### config.mk
export PLATFORM = sky130hd
export DESIGN_NAME = matmul_seq
export DESIGN_NICKNAME = d
export VERILOG_FILES = /design/src/rtl/matmul_seq.sv
export SDC_FILE = /design/constraint.sdc
export NUM_CORES = 1
export LEC_CHECK = 0
export BUFFER_PORTS_ARGS = -buffer_cell sky130_fd_sc_hd__buf_2
export CAP_MARGIN = 20
export CORE_MARGIN = 3
export CORE_UTILIZATION = 28
export DETAILED_ROUTE_END_ITERATION = 12
export HOLD_SLACK_MARGIN = 0.08
export SYNTH_ARGS = -nofsm -noshare
export SYNTH_HDL_FRONTEND = slang
export SYNTH_SLANG_ARGS = --single-unit
### constraint.sdc
create_clock -name clk -period 6.92 [get_ports clk]
set_input_delay 0.346 -clock clk [delete_from_list [all_inputs] [get_ports clk]]
set_output_delay 0.346 -clock clk [all_outputs]
set_load 0.03 [all_outputs]
### src/rtl/matmul_seq.sv
// Sequential matrix multiplier: C = A x B through a single shared multiply-accumulate,
// one product per cycle, results written row-major into a registered C.
module matmul_seq #(
    parameter int bitlength = 8,
    parameter int M1_D1     = 3,
    parameter int M1_D2     = 3,
    parameter int M2_D2     = 3
) (
    input  logic                                clk,
    input  logic                                rst,
    input  logic                                start,
    input  logic [M1_D1*M1_D2*bitlength-1:0]    AI,
    input  logic [M1_D2*M2_D2*bitlength-1:0]    BI,
    output logic                                busy,
    output logic                                done,
    output logic [M1_D1*M2_D2*bitlength-1:0]    CO
);
    localparam int NA    = M1_D1 * M1_D2;
    localparam int NB    = M1_D2 * M2_D2;
    localparam int NC    = M1_D1 * M2_D2;
    localparam int IW    = (M1_D1 > 1) ? $clog2(M1_D1) : 1;
    localparam int JW    = (M2_D2 > 1) ? $clog2(M2_D2) : 1;
    localparam int KW    = (M1_D2 > 1) ? $clog2(M1_D2) : 1;
    localparam int AXW   = (NA > 1) ? $clog2(NA) : 1;
    localparam int BXW   = (NB > 1) ? $clog2(NB) : 1;
    localparam int CXW   = (NC > 1) ? $clog2(NC) : 1;
    // one spare bit on top of the minimum so a full dot product can never wrap
    localparam int ACC_W = 2*bitlength + $clog2(M1_D2) + 1;

    typedef enum logic [1:0] {ST_IDLE, ST_CALC, ST_DONE} state_t;

    state_t                        state, state_n;
    logic [NA-1:0][bitlength-1:0]  a_q;
    logic [NB-1:0][bitlength-1:0]  b_q;
    logic [NC-1:0][bitlength-1:0]  c_q;
    logic [IW-1:0]                 i;
    logic [JW-1:0]                 j;
    logic [KW-1:0]                 k;
    logic [ACC_W-1:0]              acc, acc_next;
    logic [2*bitlength-1:0]        prod;
    logic [AXW-1:0]                a_idx;
    logic [BXW-1:0]                b_idx;
    logic [CXW-1:0]                c_idx;
    logic                          i_last, j_last, k_last;

    assign i_last = (i == IW'(M1_D1-1));
    assign j_last = (j == JW'(M2_D2-1));
    assign k_last = (k == KW'(M1_D2-1));
    assign CO     = c_q;

    always_comb begin
        a_idx    = AXW'(int'(i)*M1_D2 + int'(k));
        b_idx    = BXW'(int'(k)*M2_D2 + int'(j));
        c_idx    = CXW'(int'(i)*M2_D2 + int'(j));
        prod     = {{bitlength{1'b0}}, a_q[a_idx]} * {{bitlength{1'b0}}, b_q[b_idx]};
        acc_next = acc + {{(ACC_W-2*bitlength){1'b0}}, prod};
    end

    always_ff @(posedge clk or posedge rst) begin
        if (rst) state <= ST_IDLE;
        else     state <= state_n;
    end

    always_comb begin
        state_n = state;
        busy    = 1'b0;
        done    = 1'b0;
        case (state)
            ST_IDLE: if (start) state_n = ST_CALC;
            ST_CALC: begin
                busy = 1'b1;
                if (i_last && j_last && k_last) state_n = ST_DONE;
            end
            ST_DONE: begin
                done    = 1'b1;
                state_n = ST_IDLE;
            end
            default: state_n = ST_IDLE;
        endcase
    end

    always_ff @(posedge clk or posedge rst) begin
        if (rst) begin
            a_q <= '0;
            b_q <= '0;
            c_q <= '0;
            i   <= '0;
            j   <= '0;
            k   <= '0;
            acc <= '0;
        end else begin
            case (state)
                ST_IDLE: if (start) begin
                    a_q <= AI;
                    b_q <= BI;
                    c_q <= '0;
                    i   <= '0;
                    j   <= '0;
                    k   <= '0;
                    acc <= '0;
                end
                ST_CALC: begin
                    if (k_last) begin
                        // dot product complete: retire C[i][j], step to next output
                        c_q[c_idx] <= acc_next[bitlength-1:0];
                        acc        <= '0;
                        k          <= '0;
                        if (j_last) begin
                            j <= '0;
                            i <= i_last ? '0 : i + IW'(1);
                        end else begin
                            j <= j + JW'(1);
                        end
                    end else begin
                        k   <= k + KW'(1);
                        acc <= acc_next;
                    end
                end
                default: ;
            endcase
        end
    end
endmodule

==> results of run 1 <==
-- cell usage after synthesis, drive strengths merged (13+ instances only) --
cell      n  share of area, %
xnor2    14               1.1
nor2b    13              0.71
dfrtp   232                51
buf      15               1.0
a21oi    13              0.57
mux2    146                14
nand3    21              0.92
mux2i    26               2.3
nand2   115               3.8
mux4     24               4.8
clkbuf   20              0.66
inv      56               1.8
fa       22               3.9
nor2     21              0.71
o21ai    78               3.4
ha       31               3.4
-- cells by family (layout without fill, tap and decap cells) --
logic type	Yosys count	in the layout	synth area share [%]
flops	232	232	50.8
mux	196	196	21.5
simple gates	194	194	7.43
compound gates	137	137	7.72
buf+inv	91	519	3.52
fa+ha+maj	53	53	7.24
xor+xnor	20	21	1.85
-- worst paths after layout --
check / endpoint / slack (ps) / depth (start not counted)
hold reg to reg: CO[44]$_DFFE_PP0P_ / 470 / 2
max in group asynchronous: a_q[9]$_DFFE_PP0P_ / 4960 / 4
hold / removal: j[0]$_DFFE_PP0P_ / 430 / 4
min in group asynchronous: CO[45]$_DFFE_PP0P_ / 480 / 3
setup reg to reg: CO[7]$_DFFE_PP0P_ / 260 / 27
setup / recovery: CO[7]$_DFFE_PP0P_ / 260 / 27
-- cell type report --
| type | count | area share [%] |
|---|---|---|
| sequential | 232 | 36.3 |
| multi-input combinational | 601 | 33.9 |
| timing repair buffer | 411 | 18.5 |
| clock buffer | 39 | 4.95 |
| tap | 525 | 4.11 |
| inverter | 56 | 1.36 |
| clock inverter | 13 | 0.946 |
-- sequential cells by signal, indices dropped and copies added, names as in the netlist --
| register | flops |
|---|---|
| a_q | 72 |
| b_q | 72 |
| j | 2 |
| acc | 8 |
| state | 2 |
| k | 2 |
| CO | 72 |
| i | 2 |
-- through the flow --
stage | hold slack [ps] | cell area [um^2]
2_1_floorplan | 463 | 11400
3_3_place_gp | 456 | 13300
3_5_place_dp | 465 | 13300
4_1_cts | 390 | 15700
5_1_grt | 451 | 16000
6_report | 431 | 16000
-- critical path, stage by stage (launching register included) --
cell	delay, ps
dfrtp_1	380
inv_1	90
fa_1	440
inv_1	80
ha_2	180
inv_2	40
fa_2	660
buf_12	150
mux4_2	480
nand2b_4	150
a22o_4	260
and2_1	180
fa_2	410
ha_1	290
ha_1	140
inv_1	50
fa_1	490
inv_1	40
ha_2	200
fa_2	390
a21o_1	170
a21oi_2	130
xnor2_1	100
xnor2_1	250
xnor2_2	150
buf_4	140
xnor3_2	350
o21ai_1	150
-- routing by layer --
layer / up-vias / global-route usage (%)
met5: - / 0
met4: 2 / 4.95
met3: 53 / 3.02
met2: 235 / 25.7
met1: 4336 / 19.8
li1: 4049 / -
-- timing repair --
action | 4_1_cts | 5_1_grt
cloned | 1 | 1
setup buffers | 1 | 19
setup endpoints to repair | 2 | 10
gates resized for setup | 6 | 38
hold buffers | 145 | 0
pin swaps | 2 | 34
hold endpoints to repair | 262 | 0
==> flow_results.xml, run 1 <==
<?xml version="1.0" encoding="UTF-8"?>
<metrics>
  <group name="placement">
    <metric name="dp_worst_setup_slack" unit="ps">-34.5</metric>
    <metric name="post-dp-hpwl" unit="mm">22.6</metric>
    <metric name="io_buffer_count" unit="">220</metric>
    <metric name="gp_congestion" unit="">0.875</metric>
    <metric name="dp.cells" unit="">1659</metric>
  </group>
  <group name="detailed_routing">
    <metric name="ant_nets" unit="">0</metric>
    <metric name="first_drt_pass_iteration_count" unit="">4</metric>
    <metric name="route.met2.wl" unit="mm">16.1</metric>
    <metric name="route.vias.total" unit="">8675</metric>
    <metric name="top_layer" unit="">met5</metric>
    <metric name="average_wire_per_standard_cell" unit="um">17.7</metric>
    <metric name="wl_met3" unit="mm">2.01</metric>
    <metric name="wirelength_met1" unit="mm">14.3</metric>
    <metric name="wl_final" unit="mm">33.2</metric>
    <metric name="drt-vias-per-instance" unit="">4.62</metric>
    <metric name="first_iter_violations" unit="">537</metric>
    <metric name="drt_drc_violations_left" unit="">0</metric>
  </group>
  <group name="grt">
    <metric name="grt_pass1_vias" unit="">9224</metric>
    <metric name="grt_antenna_before_repair" unit="">1</metric>
    <metric name="global_route.overflow_total" unit="">0</metric>
    <metric name="grt_first_pass_wirelength" unit="mm">52.9</metric>
    <metric name="grt_max_degree" unit="">121</metric>
    <metric name="groute.usage.overall" unit="%">15.2</metric>
  </group>
  <group name="logic_synthesis">
    <metric name="post_synth.cell_area_avg" unit="um^2">12.4</metric>
    <metric name="yosysWarnings" unit="">0</metric>
    <metric name="syn-instance-count" unit="">923</metric>
    <metric name="post_synthesis_sequential_area_ratio" unit="%">50.8</metric>
    <metric name="synth-main-ff-cell" unit="">dfrtp_1</metric>
    <metric name="synth.net_count" unit="">1123</metric>
    <metric name="synth_edf_count" unit="">0</metric>
    <metric name="synth_seq_cells" unit="">232</metric>
    <metric name="netlist_area" unit="mm^2">0.0114</metric>
    <metric name="yosys.cell_types.count" unit="">53</metric>
    <metric name="synth_async_sr_flop_share" unit="%">100</metric>
  </group>
  <group name="cells_and_area">
    <metric name="layout.core_utilization" unit="%">40.0</metric>
    <metric name="layout-drive-gt1-share" unit="%">39.4</metric>
    <metric name="layout.cells.most_common" unit="">dfrtp_1</metric>
    <metric name="sequential_cell_area" unit="mm^2">0.00581</metric>
    <metric name="count_of_inserted_antenna_diode_cells" unit="">0</metric>
    <metric name="fillCellCount" unit="">3779</metric>
    <metric name="final_net_count" unit="">1530</metric>
    <metric name="area_added_between_synthesis_and_finish" unit="%">39.9</metric>
    <metric name="footprint_of_the_multi_input_gates" unit="mm^2">0.00542</metric>
    <metric name="final_cells" unit="">1877</metric>
    <metric name="final_cell_mix" unit="">232 x dfrtp_1, 220 x buf_2, 146 x mux2_2</metric>
  </group>
  <group name="worst_hold_path">
    <metric name="timing.hold.worst.start" unit="">start</metric>
    <metric name="min-delay-path-class" unit="">in -&gt; reg</metric>
  </group>
  <group name="critical_path">
    <metric name="setup.worst_path.start_class" unit="">register</metric>
    <metric name="worst_setup_path_end_kind" unit="">register</metric>
    <metric name="timing.critical_path.required" unit="ps">7390</metric>
    <metric name="worst-setup-path-type" unit="">reg -&gt; reg</metric>
    <metric name="worstSetupStartpoint" unit="">k[0]$_DFFE_PP0P_</metric>
    <metric name="worst_ep_arrival_time" unit="ps">7130</metric>
    <metric name="reg2reg_from" unit="">k[0]$_DFFE_PP0P_</metric>
    <metric name="worstPathMaxFanout" unit="">7</metric>
  </group>
  <group name="floorplanning">
    <metric name="fp.coreArea" unit="mm^2">0.0400</metric>
    <metric name="floorplan.initialDensity" unit="%">28.6</metric>
    <metric name="dieWidth" unit="um">208</metric>
    <metric name="number_of_core_rows" unit="">73</metric>
    <metric name="die_area" unit="mm^2">0.0433</metric>
    <metric name="ios" unit="">221</metric>
    <metric name="die_y" unit="um">208</metric>
  </group>
  <group name="run">
    <metric name="drv_cap" unit="">0</metric>
  </group>
  <group name="sta">
    <metric name="final_hold_viol_count" unit="">0</metric>
    <metric name="slew_headroom" unit="%">28.0</metric>
    <metric name="layout_setup_ws" unit="ps">255</metric>
    <metric name="maxClockFrequency" unit="MHz">150</metric>
    <metric name="number_of_pins_with_negative_max_slew_slack_in_the_final_report" unit="">0</metric>
    <metric name="part_of_the_cycle_the_worst_path_needs" unit="%">96.3</metric>
    <metric name="setup_viol_count_final" unit="">0</metric>
    <metric name="tns" unit="ps">0</metric>
    <metric name="finClkSkew" unit="ps">31.9</metric>
    <metric name="worst_pin_slew" unit="ps">1080</metric>
    <metric name="timing.final.crit_period" unit="ps">6660</metric>
  </group>
  <group name="clocking">
    <metric name="clock_tree_from_tritoncts" unit="">done</metric>
    <metric name="cts_sinks" unit="">232</metric>
    <metric name="cts.htree.levels" unit="">1</metric>
    <metric name="cell_at_the_root_of_the_clock_tree" unit="">clkbuf_16</metric>
    <metric name="clock_insertion_delay_worst_skew" unit="ps">570</metric>
    <metric name="tritoncts.num_buffers" unit="">28</metric>
    <metric name="clock_edge_transition_at_the_registers_on_the_reported_setup_and_hold_paths" unit="ps">60</metric>
    <metric name="cts-root-to-sink-buffers" unit="">3</metric>
  </group>
  <group name="run_status">
    <metric name="status" unit="">finished clean</metric>
  </group>
</metrics>
Power of run 1 is not shown: default switching activity piles up to over one toggle a cycle in this logic, so the estimate is an artifact.
==> run 2: changes to the inputs <==
- ABC_AREA: not set -> 1
==> run 2 against run 1 <==
Utilization shrank 1.8 points; hold slack got worse by 130 ps; die area is 3.8% higher; fmax up 4.3%; register-to-register slack better by 280 ps; non-clock buffer count fell by 28; flip-flop and latch count unchanged; synthesized area increased by 3.9%; global-route usage grew 0.80 points; clock-buffer cell count is 7 lower; critical path depth increased by 7; highest routed layer is now met4.
==> flow_results.xml, run 2 <==
<?xml version="1.0" encoding="UTF-8"?>
<metrics>
  <group name="logic_synthesis">
    <metric name="yosys_top_cell_by_area" unit="">dfrtp_1</metric>
    <metric name="synth-adder-area-share" unit="%">6.97</metric>
    <metric name="netlist_top_cells_area" unit="">dfrtp_1 49%, nand2_1 25%, nand3_1 4.8%, fa_1 3.7%, o21ai_0 3.3%</metric>
    <metric name="combinational_family_with_the_most_area_after_synthesis" unit="">simple AND/OR/NAND/NOR gates</metric>
    <metric name="synth-main-ff-cell" unit="">dfrtp_1</metric>
    <metric name="post_synthesis_sequential_area_ratio" unit="%">48.9</metric>
    <metric name="syn-instance-count" unit="">1531</metric>
    <metric name="post_synth.cell_area_avg" unit="um^2">7.76</metric>
    <metric name="yosysMostFrequentCell" unit="">nand2_1</metric>
    <metric name="share_of_yosys_cell_area_claimed_by_the_top_area_cell_type" unit="%">48.9</metric>
    <metric name="netlist_area" unit="mm^2">0.0119</metric>
    <metric name="synth.net_count" unit="">1731</metric>
    <metric name="yosysWarnings" unit="">0</metric>
    <metric name="xor_xnor_portion_of_the_synthesized_cell_area" unit="%">0.948</metric>
    <metric name="synth_async_sr_flop_share" unit="%">100</metric>
    <metric name="yosys.area_share.simple" unit="%">32.7</metric>
    <metric name="yosys-top-cells-count" unit="">782 x nand2_1, 232 x dfrtp_1, 114 x nand3_1</metric>
    <metric name="synth-compound-area-share" unit="%">4.21</metric>
    <metric name="post_synth_mux_area_share" unit="%">0</metric>
    <metric name="synth_seq_cells" unit="">232</metric>
    <metric name="yosys.cell_types.count" unit="">31</metric>
    <metric name="synth_edf_count" unit="">0</metric>
  </group>
  <group name="critical_path">
    <metric name="worstPathMaxFanout" unit="">10</metric>
    <metric name="worst_setup_path_end_kind" unit="">register</metric>
    <metric name="cp_slowest_cell" unit="">fa_1</metric>
    <metric name="timing.reg2reg.setup_slack" unit="ps">530</metric>
    <metric name="worst-setup-path-type" unit="">reg -&gt; reg</metric>
    <metric name="critical_path.most_common_cell" unit="">nand2_1</metric>
    <metric name="timing.critical_path.slowest_cell_delay" unit="ps">550</metric>
    <metric name="setup.worst_path.start_class" unit="">register</metric>
    <metric name="timing.critical_path.required" unit="ps">7350</metric>
    <metric name="worst_ep_arrival_time" unit="ps">6820</metric>
  </group>
  <group name="clocking">
    <metric name="cts-root-to-sink-buffers" unit="">3</metric>
    <metric name="cts.htree.levels" unit="">1</metric>
    <metric name="clock_edge_transition_at_the_registers_on_the_reported_setup_and_hold_paths" unit="ps">60</metric>
    <metric name="clock_tree_from_tritoncts" unit="">done</metric>
    <metric name="tritoncts.num_buffers" unit="">27</metric>
    <metric name="cts_sinks" unit="">232</metric>
    <metric name="cell_at_the_root_of_the_clock_tree" unit="">clkbuf_16</metric>
    <metric name="clock_insertion_delay_worst_skew" unit="ps">560</metric>
  </group>
  <group name="run">
    <metric name="drv_cap" unit="">0</metric>
  </group>
  <group name="grt">
    <metric name="grt_pass1_vias" unit="">10900</metric>
    <metric name="grt_first_pass_wirelength" unit="mm">58.3</metric>
    <metric name="grt_antenna_before_repair" unit="">0</metric>
    <metric name="grt_max_degree" unit="">137</metric>
    <metric name="groute.usage.overall" unit="%">16.0</metric>
    <metric name="global_route.overflow_total" unit="">0</metric>
  </group>
  <group name="cells_and_area">
    <metric name="final_net_count" unit="">2084</metric>
    <metric name="area_added_between_synthesis_and_finish" unit="%">32.9</metric>
    <metric name="layout.core_utilization" unit="%">38.2</metric>
    <metric name="final_cell_mix" unit="">781 x nand2_1, 232 x dfrtp_1, 220 x buf_2</metric>
    <metric name="final_cells" unit="">2436</metric>
    <metric name="fillCellCount" unit="">4219</metric>
    <metric name="layout-drive-gt1-share" unit="%">17.1</metric>
    <metric name="layout.cells.most_common" unit="">nand2_1</metric>
    <metric name="postLayoutCellArea" unit="mm^2">0.0158</metric>
  </group>
  <group name="detailed_routing">
    <metric name="first_drt_pass_iteration_count" unit="">5</metric>
    <metric name="ant_nets" unit="">0</metric>
    <metric name="average_wire_per_standard_cell" unit="um">14.8</metric>
    <metric name="drt_drc_violations_left" unit="">0</metric>
    <metric name="first_iter_violations" unit="">875</metric>
    <metric name="route.vias.total" unit="">10900</metric>
    <metric name="drt-vias-per-instance" unit="">4.49</metric>
    <metric name="wl_final" unit="mm">36.0</metric>
  </group>
  <group name="sta">
    <metric name="tns" unit="ps">0</metric>
    <metric name="rsz_0062_raised_after_global_routing" unit="">false</metric>
    <metric name="worst_pin_slew" unit="ps">994</metric>
    <metric name="setup_viol_count_final" unit="">0</metric>
    <metric name="maxClockFrequency" unit="MHz">157</metric>
    <metric name="finClkSkew" unit="ps">23.3</metric>
    <metric name="timing.final.crit_period" unit="ps">6390</metric>
    <metric name="final_hold_viol_count" unit="">0</metric>
    <metric name="part_of_the_cycle_the_worst_path_needs" unit="%">92.3</metric>
    <metric name="number_of_pins_with_negative_max_slew_slack_in_the_final_report" unit="">0</metric>
    <metric name="slew_headroom" unit="%">33.8</metric>
  </group>
  <group name="placement">
    <metric name="gp_congestion" unit="">0.852</metric>
    <metric name="post-dp-hpwl" unit="mm">24.9</metric>
    <metric name="post_dp_cell_area" unit="mm^2">0.0135</metric>
    <metric name="io_buffer_count" unit="">220</metric>
    <metric name="dp.cells" unit="">2239</metric>
  </group>
  <group name="floorplanning">
    <metric name="die_y" unit="um">212</metric>
    <metric name="ios" unit="">221</metric>
    <metric name="dieWidth" unit="um">212</metric>
    <metric name="die_area" unit="mm^2">0.0449</metric>
    <metric name="floorplan.initialDensity" unit="%">28.7</metric>
    <metric name="fp.coreArea" unit="mm^2">0.0414</metric>
    <metric name="number_of_core_rows" unit="">74</metric>
  </group>
  <group name="worst_hold_path">
    <metric name="min-delay-path-class" unit="">in -&gt; reg</metric>
  </group>
  <group name="run_status">
    <metric name="status" unit="">finished clean</metric>
  </group>
</metrics>
==> run 2: worst max-delay path: cells and delay by family (launching register included) <==
| family | cells | cell delay [ps] |
|---|---|---|
| AOI/OAI and AO/OA | 2 | 330 |
| adders and majority gates | 8 | 3430 |
| buffers and inverters | 9 | 650 |
| xor gates and xnor gates | 1 | 110 |
| DFF | 1 | 390 |
| and+or+nand+nor | 14 | 1360 |
==> run 2: path summary, 6_finish.rpt <==
kind / startpoint / cells after the start / endpoint
worst min-delay path: start / 4 / i[1]$_DFFE_PP0P_
max in group asynchronous: rst / 4 / CO[49]$_DFFE_PP0P_
worst max register to register: j[1]$_DFFE_PP0P_ / 34 / CO[31]$_DFFE_PP0P_
min in group asynchronous: rst / 3 / CO[25]$_DFFE_PP0P_
worst max-delay path: j[1]$_DFFE_PP0P_ / 34 / CO[31]$_DFFE_PP0P_
worst min register to register: a_q[62]$_DFFE_PP0P_ / 2 / a_q[62]$_DFFE_PP0P_
==> run 2: stage by stage <==
stage | hold slack [ps] | worst slack [ps]
final | 304 | 533
after global routing | 354 | 8.05
after CTS | 288 | 408
after detailed placement | 460 | 441
after global placement | 457 | 527
after floorplan | 444 | 213
==> run 2: cell type report <==
class | count | area (um^2) | area share, %
antenna | 1 | 2.50 | 0.0158
clock buffer | 32 | 704 | 4.46
clock inverter | 16 | 156 | 0.990
inverter | 113 | 439 | 2.78
multi-input combinational | 1127 | 5330 | 33.8
sequential | 232 | 5810 | 36.8
tap | 532 | 666 | 4.21
timing repair buffer | 383 | 2690 | 17.0
==> run 2: kinds of logic (layout without fill, tap and decap cells) <==
kind of cell / after synthesis / in the layout
DFF: 232 / 232
and+or+nand+nor: 964 / 964
adders and majority gates: 53 / 53
other: 0 / 1
xor gates and xnor gates: 12 / 12
buffers and inverters: 172 / 544
AOI/OAI and AO/OA: 98 / 98
==> run 2: metal layers <==
| metal | vias up | wire length [um] | global-route usage, % |
|---|---|---|---|
| met4 | 0 | 894 | 4.53 |
| met1 | 5102 | 17300 | 23.4 |
| met3 | 58 | 2100 | 2.35 |
| met5 | - | 0 | 0 |
| li1 | 5451 | - | - |
| met2 | 330 | 15700 | 24.9 |
==> run 2: repair_timing <==
action / in CTS / in global routing
gates resized for setup: 0 / 3
endpoints found under the hold margin: 192 / 0
setup buffers: 0 / 3
setup endpoints to repair: 0 / 10
hold buffers: 145 / 0
Power of run 2 is left out for the same reason.
==> run 3: changes to the inputs <==
- clock period: 6.92 -> 8.2 ns (I/O delays scaled with it)
==> run 3 against run 2 <==
Worst setup slack improved by 870 ps; hold slack worse by 210 ps; design area shrank 1.3%; fmax fell by 6.0%; critical path depth grew 1; flip-flop and latch count unchanged; critical path type unchanged.
==> flow_results.xml, run 3 (synthesized netlist as in run 2, its figures left out) <==
<?xml version="1.0" encoding="UTF-8"?>
<metrics>
  <group name="run_status">
    <metric name="status" unit="">finished clean</metric>
  </group>
  <group name="grt">
    <metric name="grt_first_pass_wirelength" unit="mm">58.5</metric>
    <metric name="global_route.overflow_total" unit="">0</metric>
    <metric name="grt_pass1_vias" unit="">10900</metric>
    <metric name="grt_antenna_before_repair" unit="">3</metric>
    <metric name="groute.usage.overall" unit="%">16.1</metric>
    <metric name="grt_max_degree" unit="">101</metric>
  </group>
  <group name="detailed_routing">
    <metric name="first_iter_violations" unit="">746</metric>
    <metric name="wirelength_met1" unit="mm">17.6</metric>
    <metric name="route.met2.wl" unit="mm">15.8</metric>
    <metric name="drt_drc_violations_left" unit="">0</metric>
    <metric name="wl_met3" unit="mm">2.24</metric>
    <metric name="average_wire_per_standard_cell" unit="um">15.1</metric>
    <metric name="wl_final" unit="mm">36.4</metric>
    <metric name="route.vias.total" unit="">10900</metric>
    <metric name="ant_nets" unit="">0</metric>
    <metric name="first_drt_pass_iteration_count" unit="">5</metric>
    <metric name="drt-vias-per-instance" unit="">4.53</metric>
    <metric name="top_layer" unit="">met5</metric>
  </group>
  <group name="critical_path">
    <metric name="timing.critical_path.slowest_cell_delay" unit="ps">730</metric>
    <metric name="worst_ep_arrival_time" unit="ps">7270</metric>
    <metric name="worst-setup-path-type" unit="">reg -&gt; reg</metric>
    <metric name="timing.critical_path.required" unit="ps">8680</metric>
    <metric name="worstPathMaxFanout" unit="">10</metric>
    <metric name="cp_slowest_cell" unit="">fa_1</metric>
    <metric name="worst_setup_path_end_kind" unit="">register</metric>
    <metric name="setup.worst_path.start_class" unit="">register</metric>
  </group>
  <group name="worst_hold_path">
    <metric name="min-delay-path-class" unit="">in -&gt; reg</metric>
  </group>
  <group name="cells_and_area">
    <metric name="layout.cells.most_common" unit="">nand2_1</metric>
    <metric name="layout.core_utilization" unit="%">37.7</metric>
    <metric name="final_net_count" unit="">2051</metric>
    <metric name="area_added_between_synthesis_and_finish" unit="%">31.2</metric>
    <metric name="layout-drive-gt1-share" unit="%">16.8</metric>
    <metric name="final_cells" unit="">2406</metric>
    <metric name="final_cell_mix" unit="">781 x nand2_1, 232 x dfrtp_1, 220 x buf_2</metric>
  </group>
  <group name="sta">
    <metric name="tns" unit="ps">0</metric>
    <metric name="rsz_0062_raised_after_global_routing" unit="">false</metric>
    <metric name="final_hold_viol_count" unit="">0</metric>
    <metric name="part_of_the_cycle_the_worst_path_needs" unit="%">82.9</metric>
    <metric name="number_of_pins_with_negative_max_slew_slack_in_the_final_report" unit="">0</metric>
    <metric name="timing.final.crit_period" unit="ps">6800</metric>
    <metric name="maxClockFrequency" unit="MHz">147</metric>
    <metric name="setup_viol_count_final" unit="">0</metric>
    <metric name="worst_pin_slew" unit="ps">1010</metric>
    <metric name="slew_headroom" unit="%">32.2</metric>
    <metric name="finClkSkew" unit="ps">20.9</metric>
  </group>
  <group name="clocking">
    <metric name="clock_insertion_delay_worst_skew" unit="ps">550</metric>
    <metric name="cts_sinks" unit="">232</metric>
    <metric name="cts-root-to-sink-buffers" unit="">3</metric>
    <metric name="cell_at_the_root_of_the_clock_tree" unit="">clkbuf_16</metric>
    <metric name="cts.htree.levels" unit="">1</metric>
    <metric name="cts_hold_repair.buffers" unit="">121</metric>
    <metric name="tritoncts.num_buffers" unit="">28</metric>
    <metric name="cts_setup_buffers" unit="">0</metric>
    <metric name="clock_edge_transition_at_the_registers_on_the_reported_setup_and_hold_paths" unit="ps">60</metric>
    <metric name="cts_resized" unit="">0</metric>
    <metric name="clock_tree_from_tritoncts" unit="">done</metric>
  </group>
  <group name="placement">
    <metric name="dp.cells" unit="">2231</metric>
    <metric name="gp_congestion" unit="">0.876</metric>
    <metric name="post-dp-hpwl" unit="mm">25.2</metric>
    <metric name="io_buffer_count" unit="">220</metric>
  </group>
  <group name="run">
    <metric name="drv_cap" unit="">0</metric>
  </group>
  <group name="floorplanning">
    <metric name="die_area" unit="mm^2">0.0449</metric>
    <metric name="dieWidth" unit="um">212</metric>
    <metric name="floorplan.initialDensity" unit="%">28.7</metric>
    <metric name="ios" unit="">221</metric>
    <metric name="die_y" unit="um">212</metric>
    <metric name="fp.coreArea" unit="mm^2">0.0414</metric>
    <metric name="number_of_core_rows" unit="">74</metric>
  </group>
</metrics>
-- run 3: cell types whose count changed in the layout (fill, tap and decap cells not counted), sizes merged --
cell / delta
buf: -10
bufinv: +2
clkbuf: +3
clkinvlp: -4
diode: +3
dlygate4sd3: -24
-- run 3: final timing paths --
| check | start | to | slack (ps) | cells past startpoint |
|---|---|---|---|---|
| worst max-delay path | k[1]$_DFFE_PP0P_ | CO[63]$_DFFE_PP0P_ | 1400 | 35 |
| worst min-delay path | BI[12] | b_q[12]$_DFFE_PP0P_ | 100 | 3 |
| worst max register to register | k[1]$_DFFE_PP0P_ | CO[63]$_DFFE_PP0P_ | 1400 | 35 |
| worst min register to register | a_q[51]$_DFFE_PP0P_ | a_q[51]$_DFFE_PP0P_ | 480 | 2 |
| max in group asynchronous | rst | a_q[66]$_DFFE_PP0P_ | 6250 | 4 |
| min in group asynchronous | rst | CO[24]$_DFFE_PP0P_ | 550 | 3 |
-- run 3: per-stage QoR --
stage	cell area (um^2)	hold WS, ps	worst slack [ps]
after floorplan	11900	444	1430
final	15600	97.8	1400
after detailed placement	13400	463	1460
after CTS	15600	81.0	1410
after global placement	13400	460	1570
after global routing	15600	94.6	929
-- run 3: per-layer routing --
layer / vias to the layer above / track usage [%]
li1: 5387 / -
met2: 336 / 24.6
met5: - / 0
met4: 2 / 4.11
met1: 5114 / 23.8
met3: 50 / 2.69
-- run 3: area by class of cell --
class / instances / area [um^2]
tap: 532 / 666
fill: 4189 / 25800
sequential: 232 / 5810
multi-input combinational: 1127 / 5330
antenna: 4 / 10.0
inverter: 113 / 439
timing repair buffer: 349 / 2370
clock buffer: 35 / 778
clock inverter: 14 / 183
-- run 3: worst max-delay path: cells and delay by family (launching register included) --
family,cells,cell delay [ps]
buffers and inverters,10,930
AOI/OAI and AO/OA,2,300
DFF,1,400
and+or+nand+nor,14,1380
xor gates and xnor gates,1,100
adders and majority gates,8,3580
Power of run 3 is left out for the same reason.
